**config.mk**
```make
export PLATFORM = sky130hd
export DESIGN_NAME = aud_rate_engine_flat
export DESIGN_NICKNAME = d
export VERILOG_FILES = /design/src/rtl/aud_rate_engine_if.sv /design/src/rtl/aud_rate_engine.sv /design/src/flat_wrapper.sv
export SDC_FILE = /design/constraint.sdc
export NUM_CORES = 1
export LEC_CHECK = 0
export CAP_MARGIN = 0
export CORE_UTILIZATION = 55
export DETAILED_ROUTE_END_ITERATION = 6
export PLACE_DENSITY = 0.83
export SETUP_SLACK_MARGIN = 0.4
export SYNTH_ARGS = -nofsm -noshare
export SYNTH_HDL_FRONTEND = slang
export SYNTH_SLANG_ARGS = --single-unit
```
**constraint.sdc**
```tcl
create_clock -name i_clk -period 5.52 [get_ports i_clk]
set_input_delay 1.104 -clock i_clk [delete_from_list [all_inputs] [get_ports i_clk]]
set_output_delay 1.104 -clock i_clk [all_outputs]
set_load 0.01 [all_outputs]
```
**src/rtl/aud_rate_engine_if.sv**
```systemverilog
// SRAM read port and player-side signals of the playback-rate engine.
// The engine uses the master modport; the SRAM/player side uses the slave modport.
interface aud_rate_engine_if #(
  parameter int DATA_W = 16,
  parameter int ADDR_W = 20
);
  logic              i_daclrck;
  logic [DATA_W-1:0] i_sram_data;
  logic [ADDR_W-1:0] o_sram_addr;
  logic [DATA_W-1:0] o_dac_data;
  logic              o_player_en;
  logic              o_done;

  modport master (
    input  i_daclrck,
    input  i_sram_data,
    output o_sram_addr,
    output o_dac_data,
    output o_player_en,
    output o_done
  );

  modport slave (
    output i_daclrck,
    output i_sram_data,
    input  o_sram_addr,
    input  o_dac_data,
    input  o_player_en,
    input  o_done
  );
endinterface

```
**src/rtl/aud_rate_engine.sv**
```systemverilog
// Fractional-step playback engine: one SRAM-backed output sample per DAC frame.
// Define AUD_RATE_ENGINE_INTERP_EN for linear interpolation; default build is zero-order hold.
module aud_rate_engine #(
  parameter int DATA_W = 16,
  parameter int ADDR_W = 20,
  parameter int INT_W  = 4,
  parameter int FRAC_W = 4
) (
  input  logic                    i_clk,
  input  logic                    i_rst_n,
  input  logic                    i_start,
  input  logic                    i_pause,
  input  logic                    i_stop,
  input  logic                    i_reverse,
  input  logic [INT_W+FRAC_W-1:0] i_step,
  input  logic [ADDR_W-1:0]       i_start_addr,
  input  logic [ADDR_W-1:0]       i_end_addr,
  aud_rate_engine_if.master       bus
);
  localparam int POS_W  = ADDR_W + FRAC_W;
  localparam int STEP_W = INT_W + FRAC_W;
  localparam int PROD_W = DATA_W + FRAC_W + 1;

  typedef enum logic [2:0] {
    ST_IDLE   = 3'd0,
    ST_WAIT   = 3'd1,
    ST_FETCH0 = 3'd2,
    ST_FETCH1 = 3'd3,
    ST_CALC   = 3'd4,
    ST_PAUSE  = 3'd5
  } state_t;

  state_t            state_r;
  logic              lrck_prev_r;
  logic [POS_W-1:0]  pos_r;
  logic [STEP_W-1:0] step_r;
  logic              rev_r;
  logic [DATA_W-1:0] d0_r;
  logic [ADDR_W-1:0] sram_addr_r;
  logic [DATA_W-1:0] dac_data_r;
  logic              player_en_r;
  logic              done_r;

  logic              frame_edge_s;
  logic [ADDR_W-1:0] ia_s;
  logic [POS_W:0]    step_ext_s;
  logic [POS_W:0]    npos_s;
  logic [ADDR_W-1:0] nia_s;
  logic              clip_end_s;
  logic [DATA_W-1:0] sample_s;
  logic [ADDR_W-1:0] next_addr_s;

  assign frame_edge_s = lrck_prev_r & ~bus.i_daclrck;
  assign ia_s         = pos_r[POS_W-1:FRAC_W];

  // Extra top bit of npos_s holds the carry (forward) or borrow (reverse).
  assign step_ext_s = {{(POS_W+1-STEP_W){1'b0}}, step_r};
  assign npos_s     = rev_r ? ({1'b0, pos_r} - step_ext_s) : ({1'b0, pos_r} + step_ext_s);
  assign nia_s      = npos_s[POS_W-1:FRAC_W];
  assign clip_end_s = npos_s[POS_W] | (rev_r ? (nia_s < i_start_addr) : (nia_s > i_end_addr));

`ifdef AUD_RATE_ENGINE_INTERP_EN
  logic                     at_end_s;
  logic [DATA_W-1:0]        d1_s;
  logic [FRAC_W-1:0]        fr_s;
  logic signed [DATA_W:0]   diff_s;
  logic signed [PROD_W-1:0] prod_s;
  logic signed [PROD_W-1:0] sum_s;
  logic [FRAC_W:0]          sum_unused_s;

  // At the last sample there is no right neighbour, so it interpolates with itself.
  assign at_end_s    = (ia_s == i_end_addr);
  assign next_addr_s = at_end_s ? ia_s : (ia_s + {{(ADDR_W-1){1'b0}}, 1'b1});
  assign d1_s        = at_end_s ? d0_r : bus.i_sram_data;
  assign fr_s        = pos_r[FRAC_W-1:0];
  assign diff_s      = $signed({d1_s[DATA_W-1], d1_s}) - $signed({d0_r[DATA_W-1], d0_r});
  assign prod_s      = $signed({{FRAC_W{diff_s[DATA_W]}}, diff_s})
                     * $signed({{(DATA_W+1){1'b0}}, fr_s});
  // Result always lies between d0 and d1, so dropping the top bits is exact.
  assign sum_s       = $signed({{(FRAC_W+1){d0_r[DATA_W-1]}}, d0_r}) + (prod_s >>> FRAC_W);
  assign {sum_unused_s, sample_s} = sum_s;
`else
  assign next_addr_s = ia_s;
  assign sample_s    = d0_r;
`endif

  assign bus.o_sram_addr = sram_addr_r;
  assign bus.o_dac_data  = dac_data_r;
  assign bus.o_player_en = player_en_r;
  assign bus.o_done      = done_r;

  // Frame sequencer, position datapath and all registered outputs.
  always_ff @(posedge i_clk or negedge i_rst_n) begin
    if (!i_rst_n) begin
      state_r     <= ST_IDLE;
      lrck_prev_r <= 1'b1;
      pos_r       <= '0;
      step_r      <= '0;
      rev_r       <= 1'b0;
      d0_r        <= '0;
      sram_addr_r <= '0;
      dac_data_r  <= '0;
      player_en_r <= 1'b0;
      done_r      <= 1'b0;
    end else begin
      lrck_prev_r <= bus.i_daclrck;
      done_r      <= 1'b0;
      if (i_stop) begin
        state_r     <= ST_IDLE;
        pos_r       <= '0;
        sram_addr_r <= '0;
        dac_data_r  <= '0;
        player_en_r <= 1'b0;
      end else begin
        case (state_r)
          ST_IDLE: begin
            dac_data_r <= '0;
            if (i_start) begin
              pos_r       <= i_reverse ? {i_end_addr, {FRAC_W{1'b0}}} : {i_start_addr, {FRAC_W{1'b0}}};
              player_en_r <= 1'b1;
              state_r     <= ST_WAIT;
            end else begin
              player_en_r <= 1'b0;
            end
          end
          ST_WAIT: begin
            if (frame_edge_s) begin
              step_r <= i_step;
              rev_r  <= i_reverse;
              if (i_pause) begin
                player_en_r <= 1'b0;
                state_r     <= ST_PAUSE;
              end else begin
                sram_addr_r <= ia_s;
                state_r     <= ST_FETCH0;
              end
            end else begin
              state_r <= ST_WAIT;
            end
          end
          ST_FETCH0: begin
            sram_addr_r <= next_addr_s;
            state_r     <= ST_FETCH1;
          end
          ST_FETCH1: begin
            d0_r    <= bus.i_sram_data;
            state_r <= ST_CALC;
          end
          ST_CALC: begin
            dac_data_r <= sample_s;
            if (clip_end_s) begin
              done_r      <= 1'b1;
              player_en_r <= 1'b0;
              pos_r       <= '0;
              state_r     <= ST_IDLE;
            end else begin
              pos_r   <= npos_s[POS_W-1:0];
              state_r <= ST_WAIT;
            end
          end
          ST_PAUSE: begin
            if (frame_edge_s && !i_pause) begin
              step_r      <= i_step;
              rev_r       <= i_reverse;
              player_en_r <= 1'b1;
              sram_addr_r <= ia_s;
              state_r     <= ST_FETCH0;
            end else begin
              state_r <= ST_PAUSE;
            end
          end
          default: begin
            state_r     <= ST_IDLE;
            player_en_r <= 1'b0;
            dac_data_r  <= '0;
          end
        endcase
      end
    end
  end
endmodule

```
**src/flat_wrapper.sv**
```systemverilog
// flat-port wrapper written by rule: the top's interface ports become plain ports
module aud_rate_engine_flat 
#(
  parameter int DATA_W = 16,
  parameter int ADDR_W = 20,
  parameter int INT_W  = 4,
  parameter int FRAC_W = 4
)
  (i_clk, i_rst_n, i_start, i_pause, i_stop, i_reverse, i_step, i_start_addr, i_end_addr, bus_i_daclrck, bus_i_sram_data, bus_o_sram_addr, bus_o_dac_data, bus_o_player_en, bus_o_done);
  aud_rate_engine_if #(.DATA_W(DATA_W), .ADDR_W(ADDR_W)) bus_i ();
  input  logic i_clk;
  input  logic i_rst_n;
  input  logic i_start;
  input  logic i_pause;
  input  logic i_stop;
  input  logic i_reverse;
  input  logic [INT_W+FRAC_W-1:0] i_step;
  input  logic [ADDR_W-1:0] i_start_addr;
  input  logic [ADDR_W-1:0] i_end_addr;
  input wire logic [$bits(bus_i.i_daclrck)-1:0] bus_i_daclrck;
  input wire logic [$bits(bus_i.i_sram_data)-1:0] bus_i_sram_data;
  output wire logic [$bits(bus_i.o_sram_addr)-1:0] bus_o_sram_addr;
  output wire logic [$bits(bus_i.o_dac_data)-1:0] bus_o_dac_data;
  output wire logic [$bits(bus_i.o_player_en)-1:0] bus_o_player_en;
  output wire logic [$bits(bus_i.o_done)-1:0] bus_o_done;
  assign bus_i.i_daclrck = bus_i_daclrck;
  assign bus_i.i_sram_data = bus_i_sram_data;
  assign bus_o_sram_addr = bus_i.o_sram_addr;
  assign bus_o_dac_data = bus_i.o_dac_data;
  assign bus_o_player_en = bus_i.o_player_en;
  assign bus_o_done = bus_i.o_done;
  aud_rate_engine #(.DATA_W(DATA_W), .ADDR_W(ADDR_W), .INT_W(INT_W), .FRAC_W(FRAC_W)) u_core (.i_clk(i_clk), .i_rst_n(i_rst_n), .i_start(i_start), .i_pause(i_pause), .i_stop(i_stop), .i_reverse(i_reverse), .i_step(i_step), .i_start_addr(i_start_addr), .i_end_addr(i_end_addr), .bus(bus_i));
endmodule
```
==> metrics.md, run 1 <==
| Metric | Value |
|---|---|
| Status | finished, violations left |
| Violated checks | DRC |
| Most used cells in the layout excluding fill and tap cells | clkdlybuf4s50_1 (107), dfrtp_1 (90), ha_1 (66) |
| RSZ-0062 raised after global routing | true |
| Post-synth top flop | dfrtp_1 |
| Crit Path Class | flip-flop to flip-flop |
| Mapped Cells | 704 |
| H-tree levels | 3 |
| Final nets | 979 |
| Tot Pwr | 3.39 mW |
| Number of clock sinks | 91 |
| Post-Syn Area | 6620 µm² |
| Synth cell types | 75 |
| CTS Buf Count | 9 |
| Post-synthesis net count | 843 |
| Drt total wl | 20100 µm |
| Via count | 6260 |
| Final Wtd Congestion | 0.982 |
| Antenna diode count | 0 |
| Sequential fraction of the synthesis area | 0.344 |
| Min Tclk post-route | 5.47 ns |
| Fraction of layout cells with a size suffix above 1 | 0.163 |
| DPL Wire Length | 14800 µm |
| Maximum root-to-sink buffer count | 2 |
| Die Span X | 112 µm |
| Core Box Area | 11600 µm² |
| Switch share | 0.434 |
| WP data arrival | 5.74 ns |
| Least-Margin Pin Slew | 1.36 ns |
| CP delay by family, top | compound AO/OA/AOI/OAI gates |
| Worst hold slack | 0.501 ns |
| Int Pwr | 1.91 mW |
| R2R depth | 21 |
| Initial Util | 0.572 |
| 1st-pass router iterations | 7 |
| Vias in the first global route | 6196 |
| Final setup vio count | 0 |
| Switch Pwr | 1.47 mW |
| Commonest non-fill, non-tap cell in the layout | clkdlybuf4s50_1 |
| Initial antenna violation count | 0 |
| I/O pin cnt | 109 |
| Critical-path maximum fanout | 6 |
| I/O Buffers | 108 |
| Utilization after layout | 0.740 |
| Buffers & Inverters on Critical Path | 2 |
| Worst EP required | 5.79 ns |
| Clock power frac | 0.186 |
| Hold path depth | 1 |
| Avg Inst Size Synth | 9.40 µm² |
| Finished Layout Cells | 988 |
| Post-synth EDFFs | 0 |
| Number of hold violations in the final report | 0 |
| Share of flip-flops with an asynchronous set or reset | 1.00 |
| Worst VDD drop | 0.307 mV |
| CP max stage delay | 0.58 ns |
| Die area | 12500 µm² |
| CP Cell Sequence | or4_4 > nor4_4 > ha_1 > mux2i_1 > ha_1 > a21oi_2 > o211ai_1 > a31oi_1 > nand3b_1 > a311oi_2 > a31oi_2 > ha_1 > nand4_1 > nor4_2 > a221o_2 > o31a_1 > nor4_4 > buf_4 > buf_6 > a31oi_1 > nor3_1 |
| Worst hold path type | flip-flop to flip-flop |
| Area Overhead vs Synth | 29.4% |
| Place WS | 0.0215 ns |
| Clock tree from TritonCTS | built |
| Largest net degree at the start of global routing | 63 |
| Avg WL per Cell | 20.4 µm |
| Worst Clk Skew | 0.0105 ns |
| Clock transition at path regs | 0.07 ns |
| Top cell type's share of synthesized area | 0.340 |
| Logic gate share of total power | 0.580 |
| Remaining global-route overflow | 0 |
| Max stage delay cell, worst path | or4_4 |
| Synth area leader | dfrtp_1 |
| DR iter-0 viols | 589 |
| CP Launch Type | flip-flop |
| Remaining DRCs | 8 |
| CTS Root Buffer Type | clkbuf_16 |
| Max-slew violations | 0 |
| Endpoint class of the critical path | flip-flop |
| First-pass GRT wire length | 31400 µm |
| Setup_tns | 0 ns |
| Synth warn | 0 |
| Max Cap Viol | 0 |
| # placed instances | 958 |
| Final period utilization | 0.992 |
| Final instance area | 8560 µm² |
| Placement-stage cell area | 7920 µm² |
| Max-slew headroom | 0.0908 |
| Pwr Density | 395 nW/µm² |
| Setup ws final | 0.0465 ns |
| Via density | 6.34 |
| Std cell rows | 39 |
| Crit. path cell count | 21 |
| Leakage | 4.21 nW |
| Worst skew pair latency | 0.36 ns |
| Flop pwr share | 0.234 |
| Ranking of synthesized cells by area | dfrtp_1 (34%), ha_1 (13%), mux2i_1 (5.7%), mux2_2 (4.4%), nor2_1 (3.7%) |
| Number of synthesized register bits | 91 |
| Die Ht | 112 µm |
| Total track usage | 0.321 |
| Layout fillers | 848 |
| Fmax | 0.183 GHz |
| Post-DRT Antenna Nets | 0 |
| Most frequent CP cell | ha_1 |
[state kept, by name, summed over array words and instances, names as in the netlist]
signal	cells
u_core.lrck_prev_r	1
u_core.bus.o_player_en	1
u_core.bus.o_dac_data	16
u_core.rev_r	1
u_core.d0_r	16
u_core.step_r	8
u_core.bus.o_done	1
u_core.state_r	3
u_core.pos_r	24
u_core.bus.o_sram_addr	20
[power by group through the flow]
stage	logic, mW	registers, mW	clock network, mW
5_1_grt	2.11	0.800	0.663
3_5_place_dp	1.67	0.799	0
6_report	1.96	0.794	0.629
3_3_place_gp	1.60	0.795	0
2_1_floorplan	1.15	0.774	0
4_1_cts	1.80	0.788	0.632
[final cells by class]
class                           count  area (µm²)  area share
Tap cell                          143         179      0.0209
Multi-Input combinational cell    525        4110       0.480
Clock buffer                        9         225      0.0263
Sequential cell                    91        2280       0.266
Clock inverter                      7        81.3     0.00950
Timing Repair Buffer              154        1470       0.171
Inverter                           59         221      0.0259
[final timing paths]
kind                                  start                         end  slack (ns)
min                         u_core.d0_r[13]   u_core.bus.o_dac_data[13]        0.50
max in group asynchronous           i_rst_n             u_core.pos_r[1]        3.71
max                        u_core.step_r[2]             u_core.pos_r[6]        0.05
max reg2reg                u_core.step_r[2]             u_core.pos_r[6]        0.05
min reg2reg                 u_core.d0_r[13]   u_core.bus.o_dac_data[13]        0.50
min in group asynchronous           i_rst_n  u_core.bus.o_sram_addr[19]        0.68
[layer usage]
| layer | routed length, µm | GRT usage |
|---|---|---|
| met2 | 9240 | 0.529 |
| met5 | 0 | 0 |
| met4 | 921 | 0.148 |
| met3 | 1700 | 0.0757 |
| met1 | 8260 | 0.400 |
[synthesized netlist by cell type (3+ instances only)]
master,n
nand4_1,8
clkbuf_8,4
ha_1,67
nand2_1,32
a21oi_1,43
inv_1,59
nand2b_1,6
o211ai_1,5
o21bai_1,3
a22o_1,19
o31ai_1,5
nand3_1,15
a31o_2,5
a211oi_1,4
a31oi_1,15
nor3_1,23
a21boi_0,3
nor4_1,3
o21ai_0,38
a21o_2,4
mux2_2,26
nor2b_1,6
o31a_1,3
nor2_1,65
o21a_1,5
xor2_1,6
o2111ai_1,4
and2_1,5
buf_1,3
dfrtp_1,90
xnor2_1,14
clkbuf_1,16
a32o_1,3
a21o_1,8
mux2i_1,38
[worst register-to-register path: stages, from the launching register on]
cell and delay (ns):
dfrtp_1 0.39, or4_4 0.58, nor4_4 0.22, ha_1 0.26
mux2i_1 0.16, ha_1 0.30, a21oi_2 0.21, o211ai_1 0.18
a31oi_1 0.34, nand3b_1 0.22, a311oi_2 0.34, a31oi_2 0.11
ha_1 0.35, nand4_1 0.16, nor4_2 0.08, a221o_2 0.35
o31a_1 0.31, nor4_4 0.21, buf_4 0.19, buf_6 0.13
a31oi_1 0.10, nor3_1 0.20
[what timing repair did]
action	CTS	global route
setup endpoints to repair	27	27
pin swaps	31	34
gates cloned	1	1
resized for setup	24	23
setup buffers	8	4
hold buffers	0	0
[cells by family after synthesis]
kind of cell	count (synthesis)	synth area share
AO/OA/AOI/OAI	191	0.197
XOR/XNOR	20	0.0265
adder cells (fa/ha/maj)	68	0.130
buffers and inverters	88	0.0639
flip-flops	91	0.344
multiplexers	64	0.102
AND/OR/NAND/NOR	182	0.137
No activity file was read; power rests on OpenSTA's default activity.
==> run 2, diff against run 1 <==
RECOVER_POWER = 50   (was default)
TNS_END_PERCENT = 1   (was default)
==> run 2 against run 1 <==
Net effect: the flow finishes with violations (DRC, capacitance limit, slew limit); design area decreased by 2.1%; non-clock buffer count decreased by 7; routed wire length decreased by 1.9%; combinational power decreased by 7%; sequential power about the same; sequential share of layout area increased by 0.57 points; setup slack improved by 0.11 ns.
==> metrics.md, run 2 (synthesized netlist as in run 1, its figures left out) <==
| Metric | Value |
|---|---|
| Worst VDD drop | 0.308 mV |
| Switch share | 0.435 |
| Largest register FFs | 24 |
| Area Overhead vs Synth | 26.7% |
| Reg2reg start | u_core.step_r[2] |
| Maximum root-to-sink buffer count | 2 |
| Total track usage | 0.320 |
| Flop pwr share | 0.244 |
| Fraction of layout cells with a size suffix above 1 | 0.150 |
| Pwr Density | 388 nW/µm² |
| CTS Buf Count | 9 |
| Clock tree from TritonCTS | built |
| 1st-pass router iterations | 7 |
| Int Pwr | 1.84 mW |
| Antenna diode count | 0 |
| Finished Layout Cells | 981 |
| CP Launch Type | flip-flop |
| Switch Pwr | 1.41 mW |
| RSZ-0062 raised after global routing | true |
| Remaining DRCs | 8 |
| Final setup vio count | 0 |
| Hold path start | u_core.bus.o_dac_data[7] |
| Internal reg-to-reg setup slack | 0.16 ns |
| Hold path depth | 1 |
| WP data arrival | 5.62 ns |
| Logic gate share of total power | 0.563 |
| Die Ht | 112 µm |
| R2R depth | 22 |
| Worst skew pair latency | 0.35 ns |
| DPL Wire Length | 14800 µm |
| Avg WL per Cell | 20.1 µm |
| DR iter-0 viols | 502 |
| Setup ws final | 0.161 ns |
| Worst Clk Skew | 0.00919 ns |
| Tot Pwr | 3.25 mW |
| Die Span X | 112 µm |
| First-pass GRT wire length | 31200 µm |
| Initial antenna violation count | 0 |
| Max-slew headroom | -0.197 |
| Critical-path maximum fanout | 6 |
| Number of hold violations in the final report | 0 |
| Final Wtd Congestion | 0.982 |
| Largest net degree at the start of global routing | 63 |
| Least-Margin Pin Slew | 1.80 ns |
| Remaining global-route overflow | 0 |
| Endpoint class of the critical path | flip-flop |
| Crit Reg-Reg Endpoint | u_core.pos_r[15] |
| Min Tclk post-route | 5.36 ns |
| Clock power frac | 0.193 |
| Vias in the first global route | 6153 |
| Post-DRT Antenna Nets | 0 |
| I/O pin cnt | 109 |
| Via count | 6114 |
| Worst hold path type | flip-flop to flip-flop |
| Number of clock sinks | 91 |
| Clock transition at path regs | 0.07 ns |
| Crit Path Class | flip-flop to flip-flop |
| Initial Util | 0.572 |
| Hold worst-path end | u_core.bus.o_dac_data[7] |
| Leakage | 4.16 nW |
| # placed instances | 958 |
| Std cell rows | 39 |
| I/O Buffers | 108 |
| Place WS | 0.0215 ns |
| Die area | 12500 µm² |
| Most used cells in the layout excluding fill and tap cells | clkdlybuf4s50_1 (98), dfrtp_1 (90), ha_1 (66) |
| Final period utilization | 0.971 |
| Core Box Area | 11600 µm² |
| Drt total wl | 19700 µm |
| Layout fillers | 875 |
| Worst EP required | 5.78 ns |
| Commonest non-fill, non-tap cell in the layout | clkdlybuf4s50_1 |
| Status | finished, violations left |
| Violated checks | DRC, capacitance limit, slew limit |
| Worst hold slack | 0.502 ns |
| Final nets | 972 |
| CTS Root Buffer Type | clkbuf_16 |
| Fmax | 0.187 GHz |
| H-tree levels | 3 |
| Max Cap Viol | 2 |
| Max-slew violations | 94 |
| Largest reg by FF count | u_core.pos_r |
| Via density | 6.23 |
run 2: cell types whose count changed in the layout (fill, tap and decap cells not counted), moves of 3 or more:
cell	previous run	this run
clkdlybuf4s50_1	107	98
o31ai_4	3	0
dlygate4sd3_1	0	9
nor3_1	19	22
buf_6	5	2
o31ai_2	0	3
a31o_2	2	5
buf_4	40	36
a31o_4	3	0
run 2: how the worst max path moves through the flow:
stage | from | end | slack (ns) | cells past startpoint
after floorplan | u_core.step_r[4] | u_core.pos_r[19] | 0.47 | 21
after global placement | u_core.step_r[4] | u_core.pos_r[3] | 0.17 | 20
after detailed placement | u_core.step_r[4] | u_core.pos_r[6] | 0.02 | 22
after CTS | u_core.step_r[4] | u_core.pos_r[21] | 0.20 | 22
after global routing | u_core.step_r[2] | u_core.pos_r[5] | -0.07 | 22
final | u_core.step_r[2] | u_core.pos_r[15] | 0.16 | 22
run 2: final cells by class:
type / instances / area [µm²] / share of cell area
Clock buffer: 9 / 225 / 0.0269
Clock inverter: 7 / 81.3 / 0.00970
Inverter: 59 / 221 / 0.0264
Multi-Input combinational cell: 525 / 4020 / 0.480
Sequential cell: 91 / 2280 / 0.272
Tap cell: 143 / 179 / 0.0213
Timing Repair Buffer: 147 / 1370 / 0.164
run 2: critical path: stages (launching register included):
cell and delay (ns):
dfrtp_1 0.39, or4_4 0.58, nor4_4 0.22, ha_1 0.26, mux2i_1 0.15, ha_1 0.29, nand2_1 0.10, o21ai_2 0.07
or3_1 0.33, o211ai_1 0.30, and2_4 0.22, nor4_1 0.05, a311o_1 0.34, ha_1 0.34, nand4_1 0.13, nor4_2 0.07
a221o_2 0.35, o31a_1 0.27, nor4_4 0.18, buf_4 0.18, buf_4 0.16, a31oi_1 0.10, nor3_1 0.18
run 2: through the flow:
step / setup TNS [ns] / utilization / area [µm²]
after floorplan: 0 / - / 6620
after global placement: 0 / 0.685 / 7920
after detailed placement: 0 / 0.685 / 7920
after CTS: 0 / 0.720 / 8320
after global routing: -0.574 / 0.725 / 8380
final: 0 / 0.725 / 8380
run 2: what timing repair did:
item / 4_1_cts / 5_1_grt
setup endpoints to repair: 27 / 27
buffers inserted: 5 / 1
pin swaps: 19 / 30
gates resized for setup: 17 / 14
cloned: 1 / 0
hold buffers: 0 / 0
run 2: power by group through the flow:
stage               sequential [mW]  clock, mW  combinational (mW)
floorplan                     0.774          0                1.15
global placement              0.795          0                1.60
detailed placement            0.799          0                1.67
CTS                           0.788      0.632                1.76
global route                  0.801      0.662                1.99
finish                        0.794      0.628                1.83
run 2: metal layers:
layer / track usage / vias up / wire [µm]
met2: 0.525 / 293 / 9150
met3: 0.0757 / 63 / 1590
met5: 0 / - / 0
met1: 0.401 / 2934 / 8180
met4: 0.144 / 0 / 800
li1: - / 2824 / -
